`config.mk`:
```
export PLATFORM = sky130hd
export DESIGN_NAME = brentkung_sub_pipe
export DESIGN_NICKNAME = d
export VERILOG_FILES = /design/src/rtl/brentkung_sub_pipe.sv
export SDC_FILE = /design/constraint.sdc
export NUM_CORES = 1
export LEC_CHECK = 0
export CORE_UTILIZATION = 50
export CTS_BUF_LIST = sky130_fd_sc_hd__clkbuf_8
export CTS_CLUSTER_DIAMETER = 40
export DETAILED_ROUTE_END_ITERATION = 16
export DONT_BUFFER_PORTS = 1
export PLACE_DENSITY = 0.68
export SLEW_MARGIN = 10
export SYNTH_ARGS = -nofsm -noshare
export SYNTH_HDL_FRONTEND = slang
export SYNTH_SLANG_ARGS = --single-unit
```
`constraint.sdc`:
```
create_clock -name clk -period 2 [get_ports clk]
set_clock_uncertainty 0.05 [all_clocks]
set_input_delay 0.4 -clock clk [delete_from_list [all_inputs] [get_ports clk]]
set_output_delay 0.4 -clock clk [all_outputs]
set_load 0.05 [all_outputs]
```
`src/rtl/brentkung_sub_pipe.sv`:
```
// Two-stage pipelined Brent-Kung subtractor: recovers B = SUM - A from an adder result.
// Stage 1 resolves the low half of the difference and stage 2 resolves the high half.

module brentkung_sub_pipe_bk #(
  parameter int unsigned N = 6
) (
  input  logic [N-1:0] x,
  input  logic [N-1:0] y,
  input  logic         cin,
  output logic [N-1:0] s,
  output logic         cout
);
  localparam int unsigned LG = $clog2(N);

  logic [N-1:0] p;
  logic [N-1:0] gg;
  logic [N-1:0] pp;
  int unsigned  dd;

  always_comb begin
    p     = x ^ y;
    gg    = x & y;
    pp    = p;
    dd    = 0;
    // cin is folded into the bit-0 generate, so every group generate is a true carry
    gg[0] = gg[0] | (p[0] & cin);
    for (int unsigned d = 1; d < N; d = d << 1) begin
      for (int unsigned i = 2 * d - 1; i < N; i = i + 2 * d) begin
        gg[i] = gg[i] | (pp[i] & gg[i-d]);
        pp[i] = pp[i] & pp[i-d];
      end
    end
    for (int unsigned k = 0; k < LG; k++) begin
      dd = 1 << (LG - 1 - k);
      for (int unsigned i = 3 * dd - 1; i < N; i = i + 2 * dd) begin
        gg[i] = gg[i] | (pp[i] & gg[i-dd]);
        pp[i] = pp[i] & pp[i-dd];
      end
    end
  end

  assign s    = p ^ {gg[N-2:0], cin};
  assign cout = gg[N-1];
endmodule

module brentkung_sub_pipe #(
  parameter int WIDTH = 12
) (
  input  logic             clk,
  input  logic             rst_n,
  input  logic             in_valid,
  output logic             in_ready,
  input  logic [WIDTH:0]   in_sum,
  input  logic [WIDTH-1:0] in_a,
  output logic             out_valid,
  input  logic             out_ready,
  output logic [WIDTH-1:0] out_b,
  output logic             out_err
);
  localparam int HALF = WIDTH / 2;
  localparam int HW   = WIDTH - HALF + 1;

  logic            s1_valid_q, s1_valid_d;
  logic [HALF-1:0] s1_low_q, s1_low_d;
  logic            s1_cy_q, s1_cy_d;
  logic [HW-1:0]   s1_sum_hi_q, s1_sum_hi_d;
  logic [HW-2:0]   s1_a_hi_q, s1_a_hi_d;
  logic             s2_valid_q, s2_valid_d;
  logic [WIDTH-1:0] s2_b_q, s2_b_d;
  logic             s2_err_q, s2_err_d;

  logic            s1_adv, s2_adv;
  logic [HALF-1:0] low;
  logic            low_cy;
  logic [HW-1:0]   hi;
  logic            hi_cy;
  logic [HALF-1:0] a_lo_n;
  logic [HW-1:0]   a_hi_n;

  assign a_lo_n = ~in_a[HALF-1:0];
  assign a_hi_n = ~{1'b0, s1_a_hi_q};

  brentkung_sub_pipe_bk #(.N(HALF)) u_lo (
    .x    (in_sum[HALF-1:0]),
    .y    (a_lo_n),
    .cin  (1'b1),
    .s    (low),
    .cout (low_cy)
  );

  brentkung_sub_pipe_bk #(.N(HW)) u_hi (
    .x    (s1_sum_hi_q),
    .y    (a_hi_n),
    .cin  (s1_cy_q),
    .s    (hi),
    .cout (hi_cy)
  );

  assign s2_adv   = !s2_valid_q || out_ready;
  assign s1_adv   = !s1_valid_q || s2_adv;
  assign in_ready = s1_adv;

  always_comb begin
    s1_valid_d  = s1_valid_q;
    s1_low_d    = s1_low_q;
    s1_cy_d     = s1_cy_q;
    s1_sum_hi_d = s1_sum_hi_q;
    s1_a_hi_d   = s1_a_hi_q;
    if (s1_adv) begin
      s1_valid_d = in_valid;
      if (in_valid) begin
        s1_low_d    = low;
        s1_cy_d     = low_cy;
        s1_sum_hi_d = in_sum[WIDTH:HALF];
        s1_a_hi_d   = in_a[WIDTH-1:HALF];
      end
    end
  end

  // Final carry clear means a negative difference; hi[HW-1] set means it exceeds WIDTH bits
  always_comb begin
    s2_valid_d = s2_valid_q;
    s2_b_d     = s2_b_q;
    s2_err_d   = s2_err_q;
    if (s2_adv) begin
      s2_valid_d = s1_valid_q;
      if (s1_valid_q) begin
        s2_b_d   = {hi[HW-2:0], s1_low_q};
        s2_err_d = !hi_cy || hi[HW-1];
      end
    end
  end

  always_ff @(posedge clk or negedge rst_n) begin
    if (!rst_n) begin
      s1_valid_q  <= 1'b0;
      s1_low_q    <= '0;
      s1_cy_q     <= 1'b0;
      s1_sum_hi_q <= '0;
      s1_a_hi_q   <= '0;
      s2_valid_q  <= 1'b0;
      s2_b_q      <= '0;
      s2_err_q    <= 1'b0;
    end else begin
      s1_valid_q  <= s1_valid_d;
      s1_low_q    <= s1_low_d;
      s1_cy_q     <= s1_cy_d;
      s1_sum_hi_q <= s1_sum_hi_d;
      s1_a_hi_q   <= s1_a_hi_d;
      s2_valid_q  <= s2_valid_d;
      s2_b_q      <= s2_b_d;
      s2_err_q    <= s2_err_d;
    end
  end

  assign out_valid = s2_valid_q;
  assign out_b     = s2_b_q;
  assign out_err   = s2_err_q;
endmodule

```
==> flow_summary.toml, run 1 <==
[placement]
place_area_um2 = 1814
dp_hpwl_mm = 2.175
place_worst_setup_slack_ps = -172.3
numPortBuffers = 0
placed_cells_incl_taps = 188
gp_congestion = 0.7113

[drt]
via_per_inst = 5.065
wl_per_cell_um = 14.77
drtAntennaViolNets = 0
drc = 0
drt-pass1-iter-count = 4
num_vias = 1013
first_iter_violations = 34
drt-total-wl_mm = 2.954

[clock_network]
clk_latency_ps = 280
clk_path_buf_depth = 2
root_buffer = "clkbuf_8"
cts_buffers = 5
clock-sinks = 35
cts.htree.levels = 2
tritoncts = "built"
path_clk_slew_ps = 60

[setup_path]
critPathMaxStageDelay_ps = 420
regToRegEndpoint = "out_b[10]$_DFFE_PN0P_"
crit_fanout = 2
reg2reg_depth = 8
cp_cell_sequence = "fa_2 > inv_2 > fa_2 > nand2b_4 > nand2b_4 > a21oi_2 > fa_1 > o21ai_1"
r2r_slack_ps = -90
critPathKind = "reg -> reg"
cp.arrival_ps = 2250
cp-end-kind = "flop"
crit_end = "out_b[10]$_DFFE_PN0P_"
required_ps = 2160
crit_start = "s1_cy_q$_DFFE_PN0P_"
r2r_start = "s1_cy_q$_DFFE_PN0P_"
start_kind = "flop"
critPathSlowestCell = "fa_1"

[die]
start_util_pct = 52.46
num_rows = 21
die_area_um2 = 3742
coreArea_um2 = 3337
die_y_um = 61.17
die_w_um = 61.17
io_pins = 44

[yosys]
synth.most_common_cell = "dfrtp_1"
synth_edf_count = 0
yosys_warnings = 0
synthArstFlopShare_pct = 100.0
ys.flop_type = "dfrtp_1"
synth_area_um2 = 1750
syn_inst = 141
synthTopCellsByArea = "dfrtp_1 (50%), mux2_1 (14%), fa_1 (8.0%)"
ys_types = 29
ys_seq_area_share_pct = 50.04
synth_fp_nets = 186
ys_ff_latch = 35
yosys.area.top_type_share_pct = 50.04
synth_largest_area_cell = "dfrtp_1"
syn_area_per_cell_um2 = 12.41
synth_common_cells = "dfrtp_1 (35), mux2_1 (22), inv_1 (17), nand2_1 (10), ha_1 (9)"

[timing]
timing.final.ws_setup_ps = -89.02
post-route-period-util_pct = 104.5
drv_slew = 0
maxSlewHeadroom_pct = 67.61
post-route-min-period_ps = 2089
timing.fmax_ghz = 0.4787
whs_ps = 174.1
setup_viol = 4
rsz0062_at_grt = "yes"
hold_viol_final = 0
worst-slew-pin-transition_ps = 484.1

[final_layout]
multi_input_area_um2 = 824.5
final_net_count = 198
syn_to_final_growth_pct = 13.08
n_antenna_cell = 0
fin_cells = 200
fin_area_um2 = 1979
layout-drive-gt1-share_pct = 18.18
final_util_pct = 59.32
seqCellArea_um2 = 877.1
fill_cells = 286

[pwr]
p_clk_share_pct = 19.9
p_int_w = 0.001365
swShare_pct = 41.53
p_leak_nw = 0.9252
irDropWorstVdd_v = 0.0005285
powerDensity_nw_per_um2 = 1179
p_sw_w = 0.0009694
p_seq_share_pct = 59.2
p_comb_share_pct = 21.0

[global_routing]
grt_max_degree = 36
grt_pass1_wl_mm = 4.505
grt_use_total_pct = 17.61
grt-ovfl-total = 0
grt_pass1_vias = 1036
grt_antenna_before_repair = 0

[outcome]
outcome = "finished with violations"
violations = "setup timing"

[min_path]
hold_path.class = "in -> reg"

[job]
maxCapViolations = 0
## through the flow
stage | total power [W] | setup TNS (ps)
after floorplan | 0.001687 | -0.8880
after global placement | 0.001761 | -356.9
after detailed placement | 0.001799 | -632.2
after CTS | 0.002329 | -150.6
after global routing | 0.002481 | -706.5
final | 0.002335 | -322.9
## critical path, delay by kind of cell (launching register included)
kind	cells	cell delay [ps]
and+or+nand+nor	2	190
buffers and inverters	1	70
DFF	1	400
AOI/OAI and AO/OA	2	290
adders and majority gates	3	1020
## state kept, by name, summed over array words and instances (netlist names)
signal	count
s1_sum_hi_q	7
s1_cy_q	1
s1_valid_q	1
s1_a_hi_q	6
out_err	1
out_b	12
s1_low_q	6
out_valid	1
## placed cells by master (no fill, tap or decap), drive strengths merged, types with 2 or more instances in the layout
cell     n
a21oi    3
and2     2
buf      7
clkbuf   5
dfrtp   35
fa       7
ha       9
inv     19
mux2    22
nand2   11
nand2b   6
nor2     3
o211ai   2
o21ai    9
xnor2    2
xor2     2
## routing by layer
layer / part of all wire, % / global-route usage, % / vias up
met5: 0 / 0 / -
met4: 1.8 / 7.792 / 0
met3: 5.4 / 6.303 / 5
met2: 54 / 33.23 / 28
met1: 38 / 17.05 / 493
li1: - / - / 487
## worst min-delay path by stage
stage	start	end	slack, ps	cells past startpoint
4_1_cts	in_valid	s1_valid_q$_DFFE_PN0N_	160	1
2_1_floorplan	rst_n	out_b[0]$_DFFE_PN0P_	50	0
5_1_grt	in_valid	s1_valid_q$_DFFE_PN0N_	170	1
3_5_place_dp	rst_n	out_b[8]$_DFFE_PN0P_	60	0
6_report	in_valid	s1_valid_q$_DFFE_PN0N_	170	1
3_3_place_gp	rst_n	out_b[7]$_DFFE_PN0P_	60	0
## cell type report
cell class	count	share of cell area, %
clock buffers	5	3.477
clock inverters	3	0.6321
inverters	17	3.224
multi-input cells	86	41.66
flip-flops and latches	35	44.31
well taps	46	2.908
repair buffers	8	3.793
## power groups by stage
stage	clock network (W)	logic (W)	registers [W]
after floorplan	0	0.000326	0.00136
after global placement	0	0.000372	0.00139
after detailed placement	0	0.000397	0.00140
after CTS	0.000486	0.000455	0.00139
after global routing	0.000519	0.000556	0.00141
final	0.000463	0.000489	0.00138
## repair_timing
item / CTS / global route
hold buffers: 2 / 0
endpoints found under the setup margin: 4 / 4
pin swaps: 2 / 3
resized for setup: 8 / 4
buffers inserted: 0 / 2
hold endpoints to repair: 35 / 0
## cell families (layout without fill, tap and decap cells)
logic type	after synthesis	count (layout)	share of synthesized area [%]
AO/OA/AOI/OAI	19	19	6.719
XOR/XNOR	4	4	2.002
adder cells (fa/ha/maj)	16	16	14.44
buffers and inverters	20	33	5.218
flip-flops	35	35	50.04
multiplexers	22	22	14.15
AND/OR/NAND/NOR	25	25	7.435
No activity file was read; power rests on OpenSTA's default activity.
==> run 2, diff against run 1 <==
--- a/config.mk
+++ b/config.mk
@@ -5,6 +5,8 @@
 export SDC_FILE = /design/constraint.sdc
 export NUM_CORES = 1
 export LEC_CHECK = 0
+export ABC_AREA = 1
+export CAP_MARGIN = 40
 export CORE_UTILIZATION = 50
 export CTS_BUF_LIST = sky130_fd_sc_hd__clkbuf_8
 export CTS_CLUSTER_DIAMETER = 40
==> flow_summary.toml, run 2 <==
[outcome]
outcome = "complete, no violations"

[pwr]
swShare_pct = 43.20
p_comb_share_pct = 20.9
irDropWorstVdd_v = 0.0005212
power.total_w = 0.002476
p_clk_share_pct = 22.2
p_sw_w = 0.001070
p_seq_share_pct = 56.9
powerDensity_nw_per_um2 = 1247
p_int_w = 0.001406
p_leak_nw = 1.045

[yosys]
ys.flop_type = "dfrtp_1"
synth.most_common_cell = "nand2_1"
synth_fp_nets = 235
yosys.area.top_type_share_pct = 49.26
synth_common_cells = "nand2_1 (74), dfrtp_1 (35), inv_1 (26), ha_1 (9), o21ai_0 (9)"
synth_edf_count = 0
synthArstFlopShare_pct = 100.0
syn_area_per_cell_um2 = 9.358
ys_seq_area_share_pct = 49.26
synth_area_um2 = 1778
ys_ff_latch = 35
yosys_warnings = 0
synth_largest_area_cell = "dfrtp_1"
syn_inst = 190
ys_types = 19
synthTopCellsByArea = "dfrtp_1 (49%), nand2_1 (16%), fa_1 (7.9%)"

[drt]
drt-pass1-iter-count = 4
drt-total-wl_mm = 2.929
first_iter_violations = 40
drc = 0
highest-signal-layer = "met4"
wl_per_cell_um = 11.86
routed-wl-met2_mm = 1.455
wl_met1_mm = 1.252
wl_met3_um = 150
via_per_inst = 4.862
num_vias = 1201
drtAntennaViolNets = 0

[timing]
maxSlewHeadroom_pct = 66.80
worst-slew-pin-transition_ps = 498.0
timing.fmax_ghz = 0.5062
drv_slew = 0
setup_viol = 0
fin_tns_setup_ps = 0
post-route-period-util_pct = 98.78
post-route-min-period_ps = 1976
whs_ps = 172.0
rsz0062_at_grt = "yes"
hold_viol_final = 0

[setup_path]
cp.arrival_ps = 2080
cp-end-kind = "flop"
start_kind = "flop"
critPathKind = "reg -> reg"
crit_fanout = 2
required_ps = 2110

[final_layout]
multi_input_area_um2 = 777.0
final_util_pct = 59.04
n_antenna_cell = 0
layout_commonest_cell = "nand2_1"
layout-drive-gt1-share_pct = 18.91
seqCellArea_um2 = 875.8
largest_reg_flops = 12
fill_cells = 332
layout_common_cells = "nand2_1 (73), dfrtp_1 (35), inv_1 (23)"
final_net_count = 245
fin_area_um2 = 1986
syn_to_final_growth_pct = 11.68

[clock_network]
tritoncts = "built"
clock-sinks = 35
path_clk_slew_ps = 70
root_buffer = "clkbuf_8"
clk_path_buf_depth = 2
cts_buffers = 5
clk_latency_ps = 280
cts.htree.levels = 2

[placement]
gp_congestion = 0.8386
numPortBuffers = 0
place_area_um2 = 1831
dp_hpwl_mm = 2.099

[global_routing]
grt_pass1_wl_mm = 4.802
grt_use_total_pct = 18.37
grt_antenna_before_repair = 0
grt-ovfl-total = 0
grt_max_degree = 36
grt_pass1_vias = 1121

[die]
coreArea_um2 = 3363
start_util_pct = 52.86
io_pins = 44
die_y_um = 61.63
die_w_um = 61.63
die_area_um2 = 3798
num_rows = 21

[job]
maxCapViolations = 0

[min_path]
hold_path.class = "in -> reg"
-- run 2: changes by cell type after synthesis, moves of 2 or more --
cell and change:
inv_1 +9, nor2_1 -3, o21ai_2 +8, buf_6 +2
nand3_1 +4, nand2b_1 -6, nand2_1 +64, mux2_1 -22
-- run 2: power groups by stage --
| stage | combinational, W | sequential [W] | clock, W |
|---|---|---|---|
| 2_1_floorplan | 0.000380 | 0.00140 | 0 |
| 3_3_place_gp | 0.000457 | 0.00142 | 0 |
| 3_5_place_dp | 0.000475 | 0.00143 | 0 |
| 4_1_cts | 0.000528 | 0.00141 | 0.000569 |
| 5_1_grt | 0.000612 | 0.00144 | 0.000600 |
| 6_report | 0.000518 | 0.00141 | 0.000549 |
-- run 2: kinds of logic (layout without fill, tap and decap cells) --
group                      Yosys count  in the layout  synth area share, %
AOI/OAI and AO/OA                   21             21                7.741
xor gates and xnor gates             4              4                1.971
adders and majority gates           16             16                14.22
buffers and inverters               32             43                8.163
DFF                                 35             35                49.26
and+or+nand+nor                     82             82                18.65
-- run 2: worst max-delay path: stages, from the launching register on --
cell	delay, ps
dfrtp_1	380
inv_2	70
fa_2	190
inv_2	40
fa_2	320
inv_2	70
nand3_2	60
nand2_2	80
inv_2	40
fa_2	510
o21ai_1	50
-- run 2: through the flow --
step	setup WS, ps	cells
2_1_floorplan	-20.15	190
3_3_place_gp	-48.43	236
3_5_place_dp	-94.54	236
4_1_cts	-23.45	247
5_1_grt	-94.54	247
6_report	24.35	247
-- run 2: worst paths after layout --
check | start | endpoint | slack [ps] | cells past startpoint
max | s1_a_hi_q[0]$_DFFE_PN0P_ | out_b[10]$_DFFE_PN0P_ | 20 | 10
min | in_a[9] | s1_a_hi_q[3]$_DFFE_PN0P_ | 170 | 2
max reg2reg | s1_a_hi_q[0]$_DFFE_PN0P_ | out_b[10]$_DFFE_PN0P_ | 20 | 10
min reg2reg | s1_low_q[4]$_DFFE_PN0P_ | out_b[4]$_DFFE_PN0P_ | 420 | 2
max in group asynchronous | rst_n | s1_low_q[5]$_DFFE_PN0P_ | 1200 | 2
min in group asynchronous | rst_n | s1_low_q[1]$_DFFE_PN0P_ | 510 | 2
-- run 2: what timing repair did --
item / 4_1_cts / 5_1_grt
hold buffers: 2 / 0
buffers inserted: 1 / 0
gates resized for setup: 11 / 2
pin swaps: 5 / 5
endpoints found under the setup margin: 3 / 3
hold endpoints to repair: 35 / 0
-- run 2: final cells by class --
class / count / share of cell area, %
Clock buffer: 7 / 4.852
Clock inverter: 1 / 0.1890
Inverter: 28 / 5.419
Multi-Input combinational cell: 123 / 39.13
Sequential cell: 35 / 44.11
Tap cell: 46 / 2.899
Timing Repair Buffer: 7 / 3.403
-- run 2: metal layers --
metal	global-route usage, %	vias up
met4	11.11	0
met1	21.20	567
met5	0	-
met3	6.723	8
met2	29.19	28
li1	-	598
